<file path="src/rtl/cpu_pkg.sv">
// ============================================================================
//  Module      : cpu_pkg
//  Description : Opcode constants and fetch-unit types shared by the core.
//                The HALT state exists only when FETCH_HALT_EN is defined.
//  Revision    : 1.0 - initial release
// ============================================================================
`default_nettype none

package cpu_pkg;

  localparam logic [3:0] OP_NOP   = 4'h0;
  localparam logic [3:0] OP_ALU   = 4'h1;
  localparam logic [3:0] OP_LOAD  = 4'h2;
  localparam logic [3:0] OP_STORE = 4'h3;
  localparam logic [3:0] OP_BEQ   = 4'h4;
  localparam logic [3:0] OP_BNE   = 4'h5;
  localparam logic [3:0] OP_BLT   = 4'h6;
  localparam logic [3:0] OP_JMP   = 4'h7;
  localparam logic [3:0] OP_HALT  = 4'hF;

  typedef enum logic [1:0] {
    ST_IDLE  = 2'd0,
    ST_REQ   = 2'd1,
`ifdef FETCH_HALT_EN
    ST_ISSUE = 2'd2,
    ST_HALT  = 2'd3
`else
    ST_ISSUE = 2'd2
`endif
  } fetch_state_t;

  typedef enum logic [1:0] {
    PC_HOLD   = 2'd0,
    PC_INC    = 2'd1,
    PC_BRANCH = 2'd2
  } pc_sel_t;

endpackage

`default_nettype wire

</file>
<file path="src/rtl/pc_next.sv">
// ============================================================================
//  Module      : pc_next
//  Description : Combinational next-PC select: hold, increment (wrapping
//                modulo 2^ADDR_W) or branch target.
//  Revision    : 1.0 - initial release
// ============================================================================
`default_nettype none

module pc_next
  import cpu_pkg::*;
#(
  parameter int ADDR_W = 10
) (
  input  logic [ADDR_W-1:0] i_pc,
  input  pc_sel_t           i_sel,
  input  logic [ADDR_W-1:0] i_branch_target,
  output logic [ADDR_W-1:0] o_pc_next
);

  always_comb begin
    o_pc_next = i_pc;
    case (i_sel)
      PC_INC:    o_pc_next = i_pc + ADDR_W'(1);
      PC_BRANCH: o_pc_next = i_branch_target;
      default:   o_pc_next = i_pc;
    endcase
  end

endmodule

`default_nettype wire

</file>
<file path="src/rtl/instr_fetch.sv">
// ============================================================================
//  Module      : instr_fetch
//  Description : Instruction fetch FSM (IDLE/REQ/ISSUE[/HALT]) with a
//                variable-latency memory handshake and branch redirect.
//                Define FETCH_HALT_EN to stop fetching after OP_HALT issues.
//  Revision    : 1.0 - initial release
// ============================================================================
`default_nettype none

module instr_fetch
  import cpu_pkg::*;
#(
  parameter int                ADDR_W   = 10,
  parameter int                INSTR_W  = 32,
  parameter logic [ADDR_W-1:0] RESET_PC = '0
) (
  input  logic               clk,
  input  logic               rst,
  input  logic               stall,
  input  logic               ni,
  input  logic [ADDR_W-1:0]  branch_target,
  output logic               imem_req,
  output logic [ADDR_W-1:0]  imem_addr,
  input  logic [INSTR_W-1:0] imem_rdata,
  input  logic               imem_valid,
  output logic [INSTR_W-1:0] instr,
  output logic [3:0]         op_code,
  output logic               instr_valid,
  output logic [ADDR_W-1:0]  pc_out
);

  fetch_state_t        r_state;
  fetch_state_t        w_state_nxt;
  pc_sel_t             w_pc_sel;
  logic [ADDR_W-1:0]   r_pc;
  logic [ADDR_W-1:0]   w_pc_nxt;
  logic [INSTR_W-1:0]  r_instr;
  logic [ADDR_W-1:0]   r_pc_out;
  logic                w_accept;

  // Data is only taken while a request is outstanding; a late valid is dropped.
  assign w_accept = (r_state == ST_REQ) && imem_valid;

  pc_next #(
    .ADDR_W (ADDR_W)
  ) u_pc_next (
    .i_pc            (r_pc),
    .i_sel           (w_pc_sel),
    .i_branch_target (branch_target),
    .o_pc_next       (w_pc_nxt)
  );

  always_ff @(posedge clk) begin
    if (rst) begin
      r_state  <= ST_IDLE;
      r_pc     <= RESET_PC;
      r_instr  <= '0;
      r_pc_out <= RESET_PC;
    end else begin
      r_state <= w_state_nxt;
      r_pc    <= w_pc_nxt;
      if (w_accept) begin
        r_instr  <= imem_rdata;
        r_pc_out <= r_pc;
      end
    end
  end

  always_comb begin
    w_state_nxt = r_state;
    w_pc_sel    = PC_HOLD;
    case (r_state)
      ST_IDLE: w_state_nxt = ST_REQ;
      ST_REQ: begin
        if (imem_valid) w_state_nxt = ST_ISSUE;
      end
      ST_ISSUE: begin
        if (!stall) begin
`ifdef FETCH_HALT_EN
          if (op_code == OP_HALT) begin
            w_state_nxt = ST_HALT;
          end else begin
            w_state_nxt = ST_REQ;
            w_pc_sel    = ni ? PC_BRANCH : PC_INC;
          end
`else
          w_state_nxt = ST_REQ;
          w_pc_sel    = ni ? PC_BRANCH : PC_INC;
`endif
        end
      end
`ifdef FETCH_HALT_EN
      ST_HALT: w_state_nxt = ST_HALT;
`endif
      default: w_state_nxt = ST_IDLE;
    endcase
  end

  assign imem_req    = (r_state == ST_REQ);
  assign imem_addr   = r_pc;
  assign instr_valid = (r_state == ST_ISSUE);
  assign instr       = r_instr;
  assign op_code     = r_instr[INSTR_W-1 -: 4];
  assign pc_out      = r_pc_out;

endmodule

`default_nettype wire

</file>
<file path="config.mk">
export PLATFORM = sky130hd
export DESIGN_NAME = instr_fetch
export DESIGN_NICKNAME = d
export VERILOG_FILES = /design/src/rtl/cpu_pkg.sv /design/src/rtl/pc_next.sv /design/src/rtl/instr_fetch.sv
export SDC_FILE = /design/constraint.sdc
export NUM_CORES = 1
export LEC_CHECK = 0
export ABC_AREA = 1
export CAP_MARGIN = 40
export CORE_ASPECT_RATIO = 2
export CORE_MARGIN = 2
export CORE_UTILIZATION = 43
export CTS_CLUSTER_DIAMETER = 120
export DETAILED_ROUTE_END_ITERATION = 12
export GPL_TIMING_DRIVEN = 0
export PLACE_DENSITY = 0.81
export REMOVE_ABC_BUFFERS = 1
export SYNTH_ARGS = -nofsm -noshare
export SYNTH_HDL_FRONTEND = slang
export SYNTH_HIERARCHICAL = 1
export SYNTH_SLANG_ARGS = --single-unit
</file>
<file path="constraint.sdc">
create_clock -name clk -period 2.49 [get_ports clk]
set_clock_uncertainty 0.1 [all_clocks]
set_input_delay 0.3735 -clock clk [delete_from_list [all_inputs] [get_ports clk]]
set_output_delay 0.3735 -clock clk [all_outputs]
set_load 0.01 [all_outputs]
</file>
==> reports/qor.txt <==
RUN STATUS
--------------------------------------------------------------------------------------
Outcome ................................................................. finished, final reports clean

CTS
--------------------------------------------------------------------------------------
Deepest clock path buffer count .........................................            2
Number of buffers created by CTS ........................................            5
Max H-tree Level ........................................................            2
Gates resized, CTS repair ...............................................            0
Later-pin clock latency in the skew report ..............................      0.28 ns
Num Clock Sinks .........................................................           54
Clock tree root driver cell ............................................. sky130_fd_sc_hd__clkbuf_16
Total setup buffers inserted after CTS ..................................            0
TritonCTS clock tree ....................................................          yes
Number of hold-repair buffers added at the cts stage ....................            0
Clock-pin transition on the worst setup and hold timing paths ...........      0.06 ns

DRT
--------------------------------------------------------------------------------------
Vias per std cell .......................................................         4.60
Vias post-DR ............................................................         2545
Wire length per cell after detailed routing .............................      10.8 µm
Post-route DRC ..........................................................            0
First DRT Iteration DRCs ................................................          101
Final wirelength ........................................................      5980 µm
Post-detailed-route count of antenna-violating nets .....................            0
Drt first pass iters ....................................................            4

TIMING
--------------------------------------------------------------------------------------
Endpoints failing hold ..................................................            0
Number of failing setup endpoints in the final timing report ............            0
Setup total negative slack ..............................................         0 ns
Final worst path period share ...........................................        90.9%
Worst-case headroom to the max-slew limit ...............................        56.0%
Setup repair after global routing missed its margin .....................           no
Minimum clock period ....................................................      2.26 ns
Measured slew at the worst slew-check pin ...............................     0.655 ns
Max Freq ................................................................      442 MHz
Slew Viols, Final .......................................................            0

POWER
--------------------------------------------------------------------------------------
Net switching fraction of the power .....................................        24.7%
Peak supply drop ........................................................   0.000538 V
Part of the total power dissipated in combinational logic ...............        20.5%
Switch Pwr ..............................................................     0.498 mW
Clock power share .......................................................        32.1%
Power Density ...........................................................   542 mW/mm²
Static leakage ..........................................................      1.75 nW
Sequential Power Share ..................................................        47.4%
Cell-internal power .....................................................      1.52 mW

FLOORPLANNING
--------------------------------------------------------------------------------------
Initial cell density of the core ........................................        44.2%
Floorplan die width .....................................................      58.2 µm
Standard-cell row count .................................................           39
Count of pins on the block boundary .....................................          105
Floorplan Core Area .....................................................  0.00571 mm²
Die Outline Area ........................................................  0.00654 mm²
Overall die height ......................................................       112 µm

SYNTHESIS
--------------------------------------------------------------------------------------
Synth Flop Type ......................................................... sky130_fd_sc_hd__dfxtp_1
Warning count from the yosys run ........................................            6
Area leader, netlist .................................................... sky130_fd_sc_hd__dfxtp_1
Mean Syn Cell Area ......................................................     6.32 µm²
Synth top area cells .................................................... sky130_fd_sc_hd__dfxtp_1 43%, sky130_fd_sc_hd__nor2_1 16%, sky130_fd_sc_hd__nand2_1 15%
Fraction of registers with async set or reset after synthesis ...........           0%
Share of the synthesized area in the top cell type ......................        42.8%
Count leader, synth ..................................................... sky130_fd_sc_hd__nor2_1
Number of distinct standard cells referenced by the synthesized netlist .           21
Post-synthesis instance area ............................................  0.00253 mm²
Gate count of the mapped netlist ........................................          400
Commonest cells post-synth .............................................. 108 x sky130_fd_sc_hd__nor2_1, 103 x sky130_fd_sc_hd__nand2_1, 68 x sky130_fd_sc_hd__inv_1
Flop and latch count out of synthesis ...................................           54
Share of the yosys chip area belonging to registers .....................        42.8%
Number of flops mapped to enable cells by yosys .........................            0

CELLS AND AREA
--------------------------------------------------------------------------------------
Number of nets in the layout ............................................          542
Post-layout utilization of the core .....................................        65.3%
N_diodes ................................................................            0
Area overhead of the layout relative to synthesis .......................        47.5%
Proportion of layout cells with a drive suffix above 1 ..................        2.44%

MIN PATH
--------------------------------------------------------------------------------------
Hold WC Path Type .......................................................   reg -> reg
Hold path start .........................................................    instr[20]
Worst-case hold path end point ..........................................    instr[20]
Hold path depth .........................................................            4

PLACED DESIGN
--------------------------------------------------------------------------------------
Half-perimeter wire length after detailed placement .....................      4510 µm
Count of port buffers added during placement ............................          104
Gpl congestion ..........................................................        0.863

GLOBAL ROUTING
--------------------------------------------------------------------------------------
Global-route wire length before repair ..................................      9880 µm
Tot GR Track Use ........................................................        19.3%
Total global routing overflow ...........................................            0
Number of global-route vias before repair ...............................         2349
Antenna violations before repair ........................................            0
Maximum number of pins on one net before global-route repair ............           69

WORST SETUP PATH
--------------------------------------------------------------------------------------
Required time of the worst setup path ...................................      2.57 ns
Startpoint-to-endpoint class of the critical path .......................    in -> reg
Kind of launch point of the worst setup path ............................   input port
R2r worst-path depth ....................................................           10
Endpoint of the worst-slack reg-to-reg timing path ...................... imem_addr[5]
CP max FO ...............................................................           22
Data arrival, critical path .............................................      2.34 ns
Slack of the worst reg-to-reg path ......................................      0.34 ns
Beginning of the worst register-to-register path ........................   r_state[0]
Endpoint kind of the worst setup timing path ............................         flop

JOB
--------------------------------------------------------------------------------------
Number of max-capacitance violations reported ...........................            0

==> power groups by stage <==
stage	Combinational [mW]	Sequential, mW	Clock [mW]
2_1_floorplan	0.149	1.00	0
3_3_place_gp	0.402	0.972	0
3_5_place_dp	0.416	0.976	0
4_1_cts	0.419	0.956	0.678
5_1_grt	0.462	0.963	0.708
6_report	0.413	0.956	0.649
==> worst max-delay path, cell delays in order <==
cell and delay, ns:
sky130_fd_sc_hd__clkdlybuf4s50_1 0.77, sky130_fd_sc_hd__clkinv_1 0.68, sky130_fd_sc_hd__buf_16 0.39, sky130_fd_sc_hd__nand2_1 0.08
sky130_fd_sc_hd__nor2_1 0.04
==> metrics by stage <==
step	instance area, µm²	power [mW]	cells	setup slack (ns)	hold slack [ns]
2_1_floorplan	2410	1.15	379	0.696	0.343
3_3_place_gp	3530	1.37	544	-0.374	0.396
3_5_place_dp	3590	1.39	546	-0.103	0.400
4_1_cts	3730	2.05	553	0.196	0.411
5_1_grt	3730	2.13	553	0.0155	0.444
6_report	3730	2.02	553	0.226	0.407
==> kinds of logic (layout without fill, tap and decap cells) <==
kind of cell    after synthesis  in the layout  synth area share, %
buf+inv                      90            182                 14.7
fa+ha+maj                     3              3                 1.49
compound gates               29             29                 6.04
flops                        54             54                 42.8
simple gates                224            224                 35.0
==> sequential cells by signal, indices dropped and copies added (netlist names) <==
name and count:
pc_out 10, r_state 2, imem_addr 10, instr 32
==> final cells by class <==
class / count / area (µm²)
Timing Repair Buffer: 106 / 1100
Multi-Input combinational cell: 256 / 1080
Clock buffer: 7 / 133
Fill cell: 524 / 1980
Tap cell: 61 / 76.3
Sequential cell: 54 / 1080
Inverter: 69 / 259
==> cell usage in the layout (no fill, tap or decap) <==
cell type,netlist,layout
sky130_fd_sc_hd__nor2_4,1,1
sky130_fd_sc_hd__nand3_2,2,1
sky130_fd_sc_hd__dfxtp_1,54,54
sky130_fd_sc_hd__nor2_1,108,108
sky130_fd_sc_hd__nand3_4,0,1
sky130_fd_sc_hd__clkbuf_1,9,2
sky130_fd_sc_hd__o31ai_1,1,1
sky130_fd_sc_hd__clkbuf_16,0,5
sky130_fd_sc_hd__clkdlybuf4s50_1,0,104
sky130_fd_sc_hd__clkinv_1,1,1
sky130_fd_sc_hd__nand2_1,103,103
sky130_fd_sc_hd__nand3_1,6,6
sky130_fd_sc_hd__nor3_1,1,1
sky130_fd_sc_hd__inv_1,68,68
sky130_fd_sc_hd__nor2_2,1,1
sky130_fd_sc_hd__buf_16,0,2
sky130_fd_sc_hd__nand2_4,1,1
sky130_fd_sc_hd__nor3b_1,1,1
sky130_fd_sc_hd__o21ai_0,5,5
sky130_fd_sc_hd__ha_1,3,3
sky130_fd_sc_hd__a22oi_1,2,2
sky130_fd_sc_hd__a21oi_1,21,21
==> how the worst max path moves through the flow <==
stage / startpoint / endpoint / slack [ns] / cells after the start
3_5_place_dp: rst / instr[1] / -0.10 / 5
6_report: rst / instr[4] / 0.23 / 5
5_1_grt: rst / instr[12] / 0.02 / 5
2_1_floorplan: r_state[0] / instr[0] / 0.70 / 3
3_3_place_gp: rst / instr[19] / -0.37 / 4
4_1_cts: rst / instr[1] / 0.20 / 5
==> layer usage <==
layer,global-route usage [%],wire (µm)
met5,0,0
met3,3.69,268
met2,36.3,3380
met4,9.92,139
met1,18.9,2200
Note: power is estimated with default switching activity, not from simulation.
